### src/rtl/fetch_stage.sv
// Fetch stage: PC register, fetch-address legality check and the F->D
// pipeline register. The redirect priority is reset > req > eret > stall > normal.
module fetch_stage #(
  parameter logic [31:0] PC_RESET  = 32'h0000_3000,
  parameter logic [31:0] EXC_ENTRY = 32'h0000_4180,
  parameter logic [31:0] IM_LO     = 32'h0000_3000,
  parameter logic [31:0] IM_HI     = 32'h0000_6FFC
) (
  input  logic        clk,
  input  logic        reset,
  input  logic        stall,
  input  logic        D_jump,
  input  logic [31:0] D_npc,
  input  logic        D_isBranch,
  input  logic        req,
  input  logic        eret,
  input  logic [31:0] EPC,
  output logic [31:0] i_inst_addr,
  input  logic [31:0] i_inst_rdata,
  output logic [31:0] D_instr,
  output logic [31:0] D_pc,
  output logic [4:0]  D_excCode,
  output logic        D_bd
);

  localparam logic [4:0] EXC_NONE = 5'd0;
  localparam logic [4:0] EXC_ADEL = 5'd4;

  typedef struct packed {
    logic [31:0] instr;
    logic [31:0] pc;
    logic [4:0]  exc;
    logic        bd;
  } dreg_t;

  logic [31:0] pc;
  dreg_t       d_q;
  logic        f_exc;
  logic [31:0] f_instr;

  // Illegal fetches are squashed to a nop and flagged; fetch keeps going.
  assign f_exc   = (pc[1:0] != 2'b00) || (pc < IM_LO) || (pc > IM_HI);
  assign f_instr = f_exc ? 32'h0 : i_inst_rdata;

  // PC and D register update; req/eret inject a bubble tagged with the new PC.
  always_ff @(posedge clk) begin
    if (!reset) begin
      pc        <= PC_RESET;
      d_q.instr <= 32'h0;
      d_q.pc    <= PC_RESET;
      d_q.exc   <= EXC_NONE;
      d_q.bd    <= 1'b0;
    end else if (req) begin
      pc        <= EXC_ENTRY;
      d_q.instr <= 32'h0;
      d_q.pc    <= EXC_ENTRY;
      d_q.exc   <= EXC_NONE;
      d_q.bd    <= 1'b0;
    end else if (eret) begin
      // eret has no delay slot: the word fetched next is the EPC target.
      pc        <= EPC;
      d_q.instr <= 32'h0;
      d_q.pc    <= EPC;
      d_q.exc   <= EXC_NONE;
      d_q.bd    <= 1'b0;
    end else if (!stall) begin
      pc        <= D_jump ? D_npc : pc + 32'd4;
      d_q.instr <= f_instr;
      d_q.pc    <= pc;
      d_q.exc   <= f_exc ? EXC_ADEL : EXC_NONE;
      d_q.bd    <= D_isBranch;
    end
  end

  assign i_inst_addr = pc;
  assign D_instr     = d_q.instr;
  assign D_pc        = d_q.pc;
  assign D_excCode   = d_q.exc;
  assign D_bd        = d_q.bd;

endmodule

### config.mk
export PLATFORM = sky130hd
export DESIGN_NAME = fetch_stage
export DESIGN_NICKNAME = d
export VERILOG_FILES = /design/src/rtl/fetch_stage.sv
export SDC_FILE = /design/constraint.sdc
export NUM_CORES = 1
export LEC_CHECK = 0
export BUFFER_PORTS_ARGS = -buffer_cell sky130_fd_sc_hd__buf_2
export CAP_MARGIN = 20
export CORE_MARGIN = 2
export CORE_UTILIZATION = 40
export CTS_BUF_LIST = sky130_fd_sc_hd__clkbuf_4
export DETAILED_ROUTE_END_ITERATION = 7
export PLACE_DENSITY = 0.81
export SYNTH_ARGS = -nofsm -noshare
export SYNTH_HDL_FRONTEND = slang
export SYNTH_SLANG_ARGS = --single-unit
### constraint.sdc
create_clock -name clk -period 1.7 [get_ports clk]
set_input_delay 0.34 -clock clk [delete_from_list [all_inputs] [get_ports clk]]
set_output_delay 0.34 -clock clk [all_outputs]
set_load 0.05 [all_outputs]
# == Word-level counts from Yosys, hierarchy flattened ==
# Index checks and enable logic that the tools add are counted.
# word_totals
register_bits,102
word_cells,27
# classes
addsub,1
order_cmp,2
n_eq_ne,2
mux,9
bitwise,1
n_reduce_logical,5
# ops
operator,count
two-way mux 32 bit,4
two-way mux 38 bit,2
"adder 32 x 3 -> 32 bit, second input constant",1
"greater-than comparator 32 x 15 -> 1 bit, second input constant",1
"less-than comparator 32 x 14 -> 1 bit, second input constant",1
two-way mux 21 bit,1
two-way mux 15 bit,1
two-way mux 3 bit,1
"!= test 3 x 1 -> 1 bit, second input constant",1
OR reduction 3 bit,1
logical OR 1 bit,2
"!= test 2 x 1 -> 1 bit, second input constant",1
nonzero test 2 bit,1
OR reduction 2 bit,1
inverter 1 bit,1

# == Logic depth before layout (Yosys ltp) ==
# Gate-level depths: netlist (run 1).
# logic_depth
ltp_word,7
mapped_depth,7
ltp_nobuf,6

# == Worst setup path after synthesis (run 1) ==
# OpenSTA, ideal clock, no wires.
# synth_path
path_kind,reg-to-reg
from,reg pc[18] (netlist: i_inst_addr[18])
to,reg pc[27] (netlist: i_inst_addr[27])
arrival_ns,2.027
path_slack_ns,-0.453
stages_incl_launch_ff,7
period_less_slack_ns,2.153
cell_sequence,dfxtp_1 > buf_2 > nand3_4 > or4_1 > nor3_1 > mux2i_1 > o31ai_1
# synth_via
elab_chain_cells,4
# synth_lines
item,line_no,text
from (decl),36,logic [31:0] pc;
from (signal assigned),67,pc <= D_jump ? D_npc : pc + 32'd4;
adder 32 x 3 -> 32 bit,67,
two-way mux 32 bit,67,
two-way mux 32 bit,66,end else if (!stall) begin
two-way mux 32 bit,59,end else if (eret) begin
# Every way passes these cells. The select of a mux whose other input is x is not followed.
# A chain may end at the register's enable or synchronous reset.

# == Worst setup path after layout (run 1) ==
# layout_path
from,reg pc[20] (netlist: i_inst_addr[20])
to,reg pc[29] (netlist: i_inst_addr[29])
# Same word-level chain as after synthesis.

==> impl_metrics.tcl, run 1 <==
set metrics [dict create \
    synthTopCellsByArea "dfxtp_1 40%, mux2i_1 8.8%, nor2_1 6.0%, a22oi_1 5.7%, a21oi_1 5.2%" \
    die_w_um 115 \
    num_antenna_cells 0 \
    critPathArrivalTime_ps 2080 \
    synth_async_sr_flop_share_pct 0 \
    synth-main-ff-cell "dfxtp_1" \
    gp_congestion 0.940 \
    p_leak_nw 3.11 \
    synth-seq-cells 98 \
    max_freq_ghz 0.593 \
    num-fill-cells 1084 \
    hold_class "input port to register" \
    hold_slack_ps 57.6 \
    synthCells 598 \
    synth_common_cells "98 x dfxtp_1, 79 x nor2_1, 51 x a21oi_1" \
    hp-start "i_inst_rdata[10]" \
    grt_pass1_vias 5080 \
    syn_area_mm2 0.00491 \
    critPathSlowestCell "or4_4" \
    crit_type "register to register" \
    endpoint_kind "register" \
    synth_edf_count 0 \
    drc 0 \
    holdPathStages 3 \
    layout.nets 936 \
    grt_start_max_net_pins 65 \
    grt_pass1_wl_um 25300 \
    avgSynthCellArea_um2 8.21 \
    path_max_fanout 5 \
    dp_hpwl_um 12200 \
    drive_above_1_share_pct 41.0 \
    multiInputGateArea_mm2 0.00282 \
    seqCellArea_mm2 0.00203 \
    finalSetupViolations 0 \
    yosys.area.top_type "dfxtp_1" \
    power.density_mw_per_mm2 712 \
    path_clk_slew_ps 170 \
    yosysUniqueCellTypes 59 \
    cap_violations 0 \
    viasPerCell 5.62 \
    status "completed" \
    antenna_left 0 \
    finClkSkew_ps 16.2 \
    crit_required_ps 2100 \
    grt_overflow 0 \
    irDropWorstVdd_v 0.000377 \
    finalCritPeriodShare_pct 99.1 \
    die_y_um 115 \
    holdPathEnd "D_instr[10]" \
    grt_usage_pct 24.3 \
    num_rows 40 \
    antenna_found_initial 0 \
    worstPathCellList "nand3_4 -> or4_4 -> o31a_1 -> o21ai_1 -> a21oi_1" \
    route.vias.total 5529 \
    synth_seq_area_share_pct 40.0 \
    tritoncts "yes" \
    io_buffers 200 \
    insertion_delay_ps 500 \
    r2r_slack_ps 10 \
    design.die.area_mm2 0.0132 \
    cts.sinks 98 \
    ctsRootBufferMaster "clkbuf_4" \
    r2r_start "i_inst_addr[20]" \
    ys_warn_count 0 \
    core_mm2 0.0120 \
    yosysTopAreaCellShare_pct 40.0 \
    start_kind "register" \
    fin_util_pct 57.7 \
    rr_worst_depth 5 \
    rsz0062_at_grt "true" \
    dr.first_iter.drc_count 498 \
    clockBufferDepth 2 \
    fin_crit_ps 1690 \
    drt_first_pass_iters 5 \
    h-tree-depth 3 \
    yosys.cell_count.top_type "dfxtp_1" \
    pin_count 205 \
    max_stage_delay_ps 580 \
    final-max-slew-violation-count 0 \
    routed_wl_um 16900 \
    numCtsBuffers 9 \
    start_util_pct 40.9 \
    finalHoldViolCount 0 \
    cts-hold-fix-buffers 0 \
    r2r_end "i_inst_addr[29]" \
    wl_per_cell_um 17.2 \
    area_delta_synth_final_pct 41.1 \
]
worst max path at each step:
| stage | depth (start not counted) | start | slack [ps] | end |
|---|---|---|---|---|
| 6_report | 5 | i_inst_addr[20] | 10 | i_inst_addr[29] |
| 3_3_place_gp | 7 | stall | 80 | D_instr[25] |
| 3_5_place_dp | 7 | stall | -9 | D_instr[24] |
| 5_1_grt | 8 | i_inst_addr[31] | -40 | D_instr[24] |
| 2_1_floorplan | 6 | i_inst_addr[12] | -110 | i_inst_addr[29] |
| 4_1_cts | 7 | i_inst_addr[26] | 20 | D_instr[24] |
cells in the final DEF (no fill, tap or decap), types with 15 or more instances in the layout:
master and instances:
dfxtp_4 16, dfxtp_1 74, buf_2 193, a22oi_1 37, nand2_1 37, a211oi_1 15
buf_4 62, a21oi_1 51, nor2_1 79, mux2i_1 43, clkbuf_4 15, o21ai_0 34
cell type report:
| cell class | instances | share of cell area [%] |
|---|---|---|
| clock inverter | 7 | 0.885 |
| multi-input combinational | 440 | 40.7 |
| tap | 147 | 2.66 |
| timing repair buffer | 274 | 24.9 |
| inverter | 9 | 0.488 |
| clock buffer | 9 | 0.976 |
| sequential | 98 | 29.3 |
power breakdown:
part           switching, W  total (W)  leakage, nW  internal (W)
registers         0.0000724    0.00244        0.813       0.00237
logic              0.000787    0.00125         2.23      0.000466
clock network      0.000908    0.00124       0.0703      0.000329
critical path, delay by kind of cell, from the launching register on:
| kind | cells | cell delay [ps] |
|---|---|---|
| AND/OR/NAND/NOR | 2 | 670 |
| AO/OA/AOI/OAI | 3 | 480 |
| flip-flops | 1 | 440 |
per-layer routing:
metal | up-vias | track usage [%] | wire [µm]
li1 | 2650 | - | -
met1 | 2584 | 31.6 | 7220
met4 | 0 | 9.72 | 374
met2 | 261 | 39.4 | 7890
met5 | - | 0 | 0
met3 | 34 | 5.38 | 1430
state kept, by name, indices dropped and copies added, names as in the netlist, named ones only:
name,flops
D_pc,32
D_instr,32
i_inst_addr,30
D_bd,1
D_excCode,1
cell families (layout without fill, tap and decap cells):
family / Yosys count / in the layout / share of synthesized area (%)
simple gates: 199 / 199 / 19.8
compound gates: 189 / 189 / 24.9
flops: 98 / 98 / 40.0
buf+inv: 63 / 299 / 5.46
mux: 44 / 44 / 9.00
xor+xnor: 3 / 3 / 0.536
fa+ha+maj: 1 / 1 / 0.255
other cells: 1 / 4 / 0.0764
per-stage QoR:
| stage | setup TNS, ps | cell area (µm²) | power (W) | worst slack (ps) | cells |
|---|---|---|---|---|---|
| 2_1_floorplan | -219 | 5040 | 0.00324 | -113 | 601 |
| 3_5_place_dp | -9.31 | 6560 | 0.00368 | -9.31 | 961 |
| 3_3_place_gp | 0 | 6560 | 0.00366 | 75.1 | 961 |
| 5_1_grt | -170 | 6930 | 0.00515 | -37.5 | 984 |
| 4_1_cts | 0 | 6690 | 0.00489 | 20.0 | 977 |
| 6_report | 0 | 6930 | 0.00493 | 15.0 | 984 |
what timing repair did:
action,CTS,global route
resized for setup,1,29
setup endpoints to repair,1,47
buffers inserted,0,3
cloned,0,4
pin swaps,0,10
Power figures use the tool's default switching activity.
==> run 2: changes to the inputs <==
--- a/config.mk
+++ b/config.mk
@@ -9,7 +9,9 @@
 export CAP_MARGIN = 20
+export CELL_PAD_IN_SITES_DETAIL_PLACEMENT = 0
+export CELL_PAD_IN_SITES_GLOBAL_PLACEMENT = 2
 export CORE_MARGIN = 2
-export CORE_UTILIZATION = 40
+export CORE_UTILIZATION = 25
 export CTS_BUF_LIST = sky130_fd_sc_hd__clkbuf_4
 export DETAILED_ROUTE_END_ITERATION = 7
-export PLACE_DENSITY = 0.81
+export PLACE_DENSITY = 0.89
 export SYNTH_ARGS = -nofsm -noshare
--- a/constraint.sdc
+++ b/constraint.sdc
@@ -3,2 +3,2 @@
 set_output_delay 0.34 -clock clk [all_outputs]
-set_load 0.05 [all_outputs]
+set_load 0.02 [all_outputs]
==> impl_metrics.tcl, run 2 (synthesized netlist as in run 1, its figures left out) <==
set metrics [dict create \
    fin_util_pct 36.6 \
    final_cell_mix "199 x buf_2, 81 x buf_4, 78 x dfxtp_1, 78 x nor2_1, 51 x a21oi_1" \
    area_delta_synth_final_pct 44.2 \
    r2r_start "i_inst_addr[11]" \
    grt_start_max_net_pins 41 \
    p_leak_nw 3.16 \
    drc 0 \
    viasPerCell 4.80 \
    worstPathCellList "nand4_1 -> or4_4 -> o31a_1 -> o21ai_1 -> a21oi_1" \
    tritoncts "yes" \
    grt_overflow 0 \
    pin_count 205 \
    wl_per_cell_um 17.0 \
    die_y_um 144 \
    route.met3.wl_um 1250 \
    rsz0062_at_grt "true" \
    final_common_cell "buf_2" \
    grt_pass1_wl_um 27400 \
    die_w_um 144 \
    critPathArrivalTime_ps 2070 \
    finalHoldViolCount 0 \
    grt_usage_pct 17.2 \
    core_mm2 0.0193 \
    ctsRootBufferMaster "clkbuf_4" \
    start_kind "register" \
    fin_crit_ps 1690 \
    routed_wl_um 19000 \
    route.vias.total 5365 \
    crit_required_ps 2090 \
    top_layer "met5" \
    layout.nets 951 \
    drt_first_pass_iters 5 \
    path_clk_slew_ps 170 \
    num_antenna_cells 0 \
    num-fill-cells 2100 \
    io_buffers 200 \
    cts-hold-fix-buffers 0 \
    max_freq_ghz 0.593 \
    finClkSkew_ps 17.8 \
    dp.cells 1095 \
    endpoint_kind "register" \
    crit_buf_inv 0 \
    status "completed" \
    cap_violations 0 \
    h-tree-depth 3 \
    antenna_left 0 \
    irDropWorstVdd_v 0.000235 \
    drive_above_1_share_pct 41.1 \
    gp_congestion 0.861 \
    max_stage_delay_ps 560 \
    insertion_delay_ps 480 \
    path_max_fanout 4 \
    num_rows 51 \
    cts.sinks 98 \
    startpoint "i_inst_addr[11]" \
    final-max-slew-violation-count 0 \
    clockBufferDepth 2 \
    antenna_found_initial 1 \
    dp_hpwl_um 14300 \
    finalCritPeriodShare_pct 99.2 \
    routed-wl-met2_um 8900 \
    dr.first_iter.drc_count 239 \
    design.die.area_mm2 0.0208 \
    finalSetupViolations 0 \
    hold_slack_ps 73.4 \
    grt_pass1_vias 4968 \
    m1WireLength_um 8670 \
    hold_class "input port to register" \
    critPathSlowestCell "or4_4" \
    path_delay_family "simple AND/OR/NAND/NOR gates" \
    start_util_pct 25.4 \
    numCtsBuffers 9 \
    power.density_mw_per_mm2 687 \
    hp-start "i_inst_rdata[12]" \
    crit_type "register to register" \
    fin_cells 1117 \
]
run 2: cell count changes in the layout (fill, tap and decap cells not counted), moves of 2 or more:
cell / delta
dfxtp_1: +4
buf_2: +6
inv_8: -2
nor4_1: +2
buf_4: +19
buf_6: -2
clkbuf_16: -2
dfxtp_4: -12
dfxtp_2: +8
clkbuf_4: -5
run 2: final cells by class:
cell class                 instances  area (µm²)  share of cell area (%)
multi-input combinational        440        2790                    39.5
sequential                        98        2000                    28.2
timing repair buffer             289        1780                    25.2
tap                              265         332                    4.68
clock buffer                      10        75.1                    1.06
clock inverter                     6        67.6                   0.955
inverter                           9        33.8                   0.477
run 2: final timing paths:
| check | endpoint | slack, ps | cells after the start |
|---|---|---|---|
| worst max-delay path | i_inst_addr[29] | 10 | 5 |
| worst min-delay path | D_instr[12] | 70 | 3 |
| worst max register to register | i_inst_addr[29] | 10 | 5 |
| worst min register to register | D_bd | 510 | 2 |
run 2: per-stage QoR:
stage	total power [W]	setup TNS [ps]	worst slack, ps	cell area [µm²]
3_5_place_dp	0.00354	-196	-40.8	6770
3_3_place_gp	0.00354	-46.7	-14.1	6770
2_1_floorplan	0.00306	-65.0	-65.0	4990
4_1_cts	0.00490	-20.5	-16.4	6950
6_report	0.00486	0	14.1	7080
5_1_grt	0.00511	-389	-71.9	7080
run 2: where the power goes:
group,internal (W),switching [W]
clock network,0.000468,0.000867
logic,0.000465,0.000611
registers,0.00238,0.0000662
total,0.00331,0.00154
run 2: worst register-to-register path: stages, from the launching register on:
cell and delay, ps:
dfxtp_2 380, nand4_1 180, or4_4 560, o31a_1 260
o21ai_1 130, a21oi_1 70
run 2: timing repair:
action,in CTS,in global routing
endpoints found under the hold margin,0,0
endpoints found under the setup margin,37,34
pin swaps,5,4
resized for setup,6,15
gates cloned,0,1
setup buffers,1,4
run 2: routing by layer:
| metal | up-vias | track usage [%] |
|---|---|---|
| met5 | - | 0 |
| met4 | 2 | 4.80 |
| met3 | 16 | 3.71 |
| met2 | 186 | 28.7 |
| met1 | 2480 | 22.3 |
| li1 | 2681 | - |
==> run 3: changes to the inputs <==
Settings changed: ABC_AREA set to 1, CORE_UTILIZATION 25 to 23.
==> impl_metrics.tcl, run 3 <==
set metrics [dict create \
    status "completed" \
    fin_crit_ps 1600 \
    grt_pass1_vias 5567 \
    tritoncts "yes" \
    combinationalPowerShare_pct 22.6 \
    cts_setup_buffers 0 \
    drt_first_pass_iters 5 \
    final-max-slew-violation-count 0 \
    grt_start_max_net_pins 50 \
    viasPerCell 4.54 \
    seqPwrFrac_pct 52.4 \
    intPower_w 0.00307 \
    finalHoldViolCount 0 \
    layout.nets 1115 \
    pin_count 205 \
    setup_ws_ps 98.8 \
    drc 0 \
    finClkSkew_ps 27.4 \
    tns_ps 0 \
    gp_congestion 0.918 \
    path_clk_slew_ps 170 \
    ctsResizeCount 0 \
    pwr-share-clk_pct 25.0 \
    ctsRootBufferMaster "clkbuf_4" \
    max_freq_ghz 0.625 \
    finalSetupViolations 0 \
    path_max_fanout 4 \
    wl_per_cell_um 15.4 \
    num-fill-cells 2510 \
    synth_seq_area_share_pct 38.2 \
    crit_required_ps 1360 \
    antenna_left 0 \
    crit_type "register to output pin" \
    ys_warn_count 0 \
    avgSynthCellArea_um2 6.45 \
    design.die.area_mm2 0.0235 \
    irDropWorstVdd_v 0.000312 \
    synthCells 796 \
    numCtsBuffers 9 \
    area_delta_synth_final_pct 33.8 \
    synth-seq-cells 98 \
    num_rows 54 \
    grt_overflow 0 \
    synth_edf_count 0 \
    place_area_mm2 0.00675 \
    cap_violations 0 \
    drive_above_1_share_pct 28.6 \
    yosysTopAreaCellShare_pct 38.2 \
    start_kind "register" \
    io_buffers 200 \
    cts.sinks 98 \
    synthTopCellsByArea "dfxtp_1 38%, nand2_1 20%, a21oi_1 8.0%, nand3_1 5.4%, inv_1 4.4%" \
    die_y_um 153 \
    insertion_delay_ps 490 \
    endpoint_kind "output pin" \
    die_w_um 153 \
    grt_usage_pct 16.9 \
    clockBufferDepth 2 \
    routed_wl_um 20000 \
    rsz0062_at_grt "false" \
    dr.first_iter.drc_count 361 \
    syn_area_mm2 0.00513 \
    core_mm2 0.0219 \
    h-tree-depth 3 \
    synth_async_sr_flop_share_pct 0 \
    grt_pass1_wl_um 31300 \
    route.vias.total 5888 \
    hold_slack_ps 81.0 \
    antenna_found_initial 1 \
    power.share.switching_pct 34.4 \
    switchingPower_w 0.00161 \
    final_cell_mix "267 x nand2_1, 200 x buf_2, 96 x dfxtp_1" \
    synth-main-ff-cell "dfxtp_1" \
    synth_common_cells "267 x nand2_1, 98 x dfxtp_1, 82 x a21oi_1" \
    final_area_mm2 0.00687 \
    final_common_cell "nand2_1" \
    cts-hold-fix-buffers 0 \
    yosys.cell_count.top_type "nand2_1" \
    start_util_pct 23.5 \
    critPathArrivalTime_ps 1260 \
    post-place-ws_ps 76.6 \
    hold_class "input port to register" \
    p_leak_nw 3.24 \
    yosysUniqueCellTypes 30 \
    finalCritPeriodShare_pct 94.2 \
    power.density_mw_per_mm2 680 \
    dp_hpwl_um 15000 \
    power_w 0.00467 \
    yosys.area.top_type "dfxtp_1" \
]
[run 3: per-stage QoR]
| stage | utilization [%] | instances |
|---|---|---|
| after floorplan | - | 799 |
| after global placement | 30.8 | 1280 |
| after detailed placement | 30.8 | 1280 |
| after CTS | 31.3 | 1295 |
| after global routing | 31.4 | 1296 |
| final | 31.4 | 1296 |
[run 3: routing by layer]
layer	routed length (µm)	up-vias	track usage [%]
li1	-	3029	-
met1	9500	2713	23.1
met2	9250	130	26.9
met3	960	16	3.35
met4	274	0	4.89
met5	0	-	0
[run 3: critical path: stages (launching register included)]
cell and delay (ps):
dfxtp_1 450, buf_4 160, buf_2 160
[run 3: cell type report]
cell class / count / area, µm² / area share [%]
Multi-Input combinational cell: 590 / 2720 / 39.6
Clock buffer: 9 / 67.6 / 0.984
Timing Repair Buffer: 247 / 1480 / 21.5
Clock inverter: 6 / 42.5 / 0.620
Tap cell: 280 / 350 / 5.10
Inverter: 65 / 244 / 3.55
Antenna cell: 1 / 2.50 / 0.0364
Sequential cell: 98 / 1960 / 28.6
[run 3: cell families after synthesis]
family	synth area share (%)
compound gates	15.1
fa+ha+maj	0.244
xor+xnor	1.19
flops	38.2
simple gates	36.0
other cells	0.0730
buf+inv	9.24
[run 3: final timing paths]
check / startpoint / endpoint / slack [ps] / cells past startpoint
worst min register to register: D_instr[3] / D_instr[3] / 470 / 2
worst min-delay path: D_isBranch / D_bd / 80 / 3
worst max-delay path: i_inst_addr[7] / i_inst_addr[7] / 100 / 2
worst max register to register: i_inst_addr[2] / i_inst_addr[10] / 160 / 8
[run 3: power groups by stage]
| stage | registers [W] | clock network (W) | logic [W] |
|---|---|---|---|
| floorplan | 0.00259 | 0 | 0.000469 |
| global placement | 0.00250 | 0 | 0.00106 |
| detailed placement | 0.00250 | 0 | 0.00106 |
| CTS | 0.00245 | 0.00126 | 0.00106 |
| global route | 0.00246 | 0.00131 | 0.00116 |
| finish | 0.00245 | 0.00117 | 0.00106 |
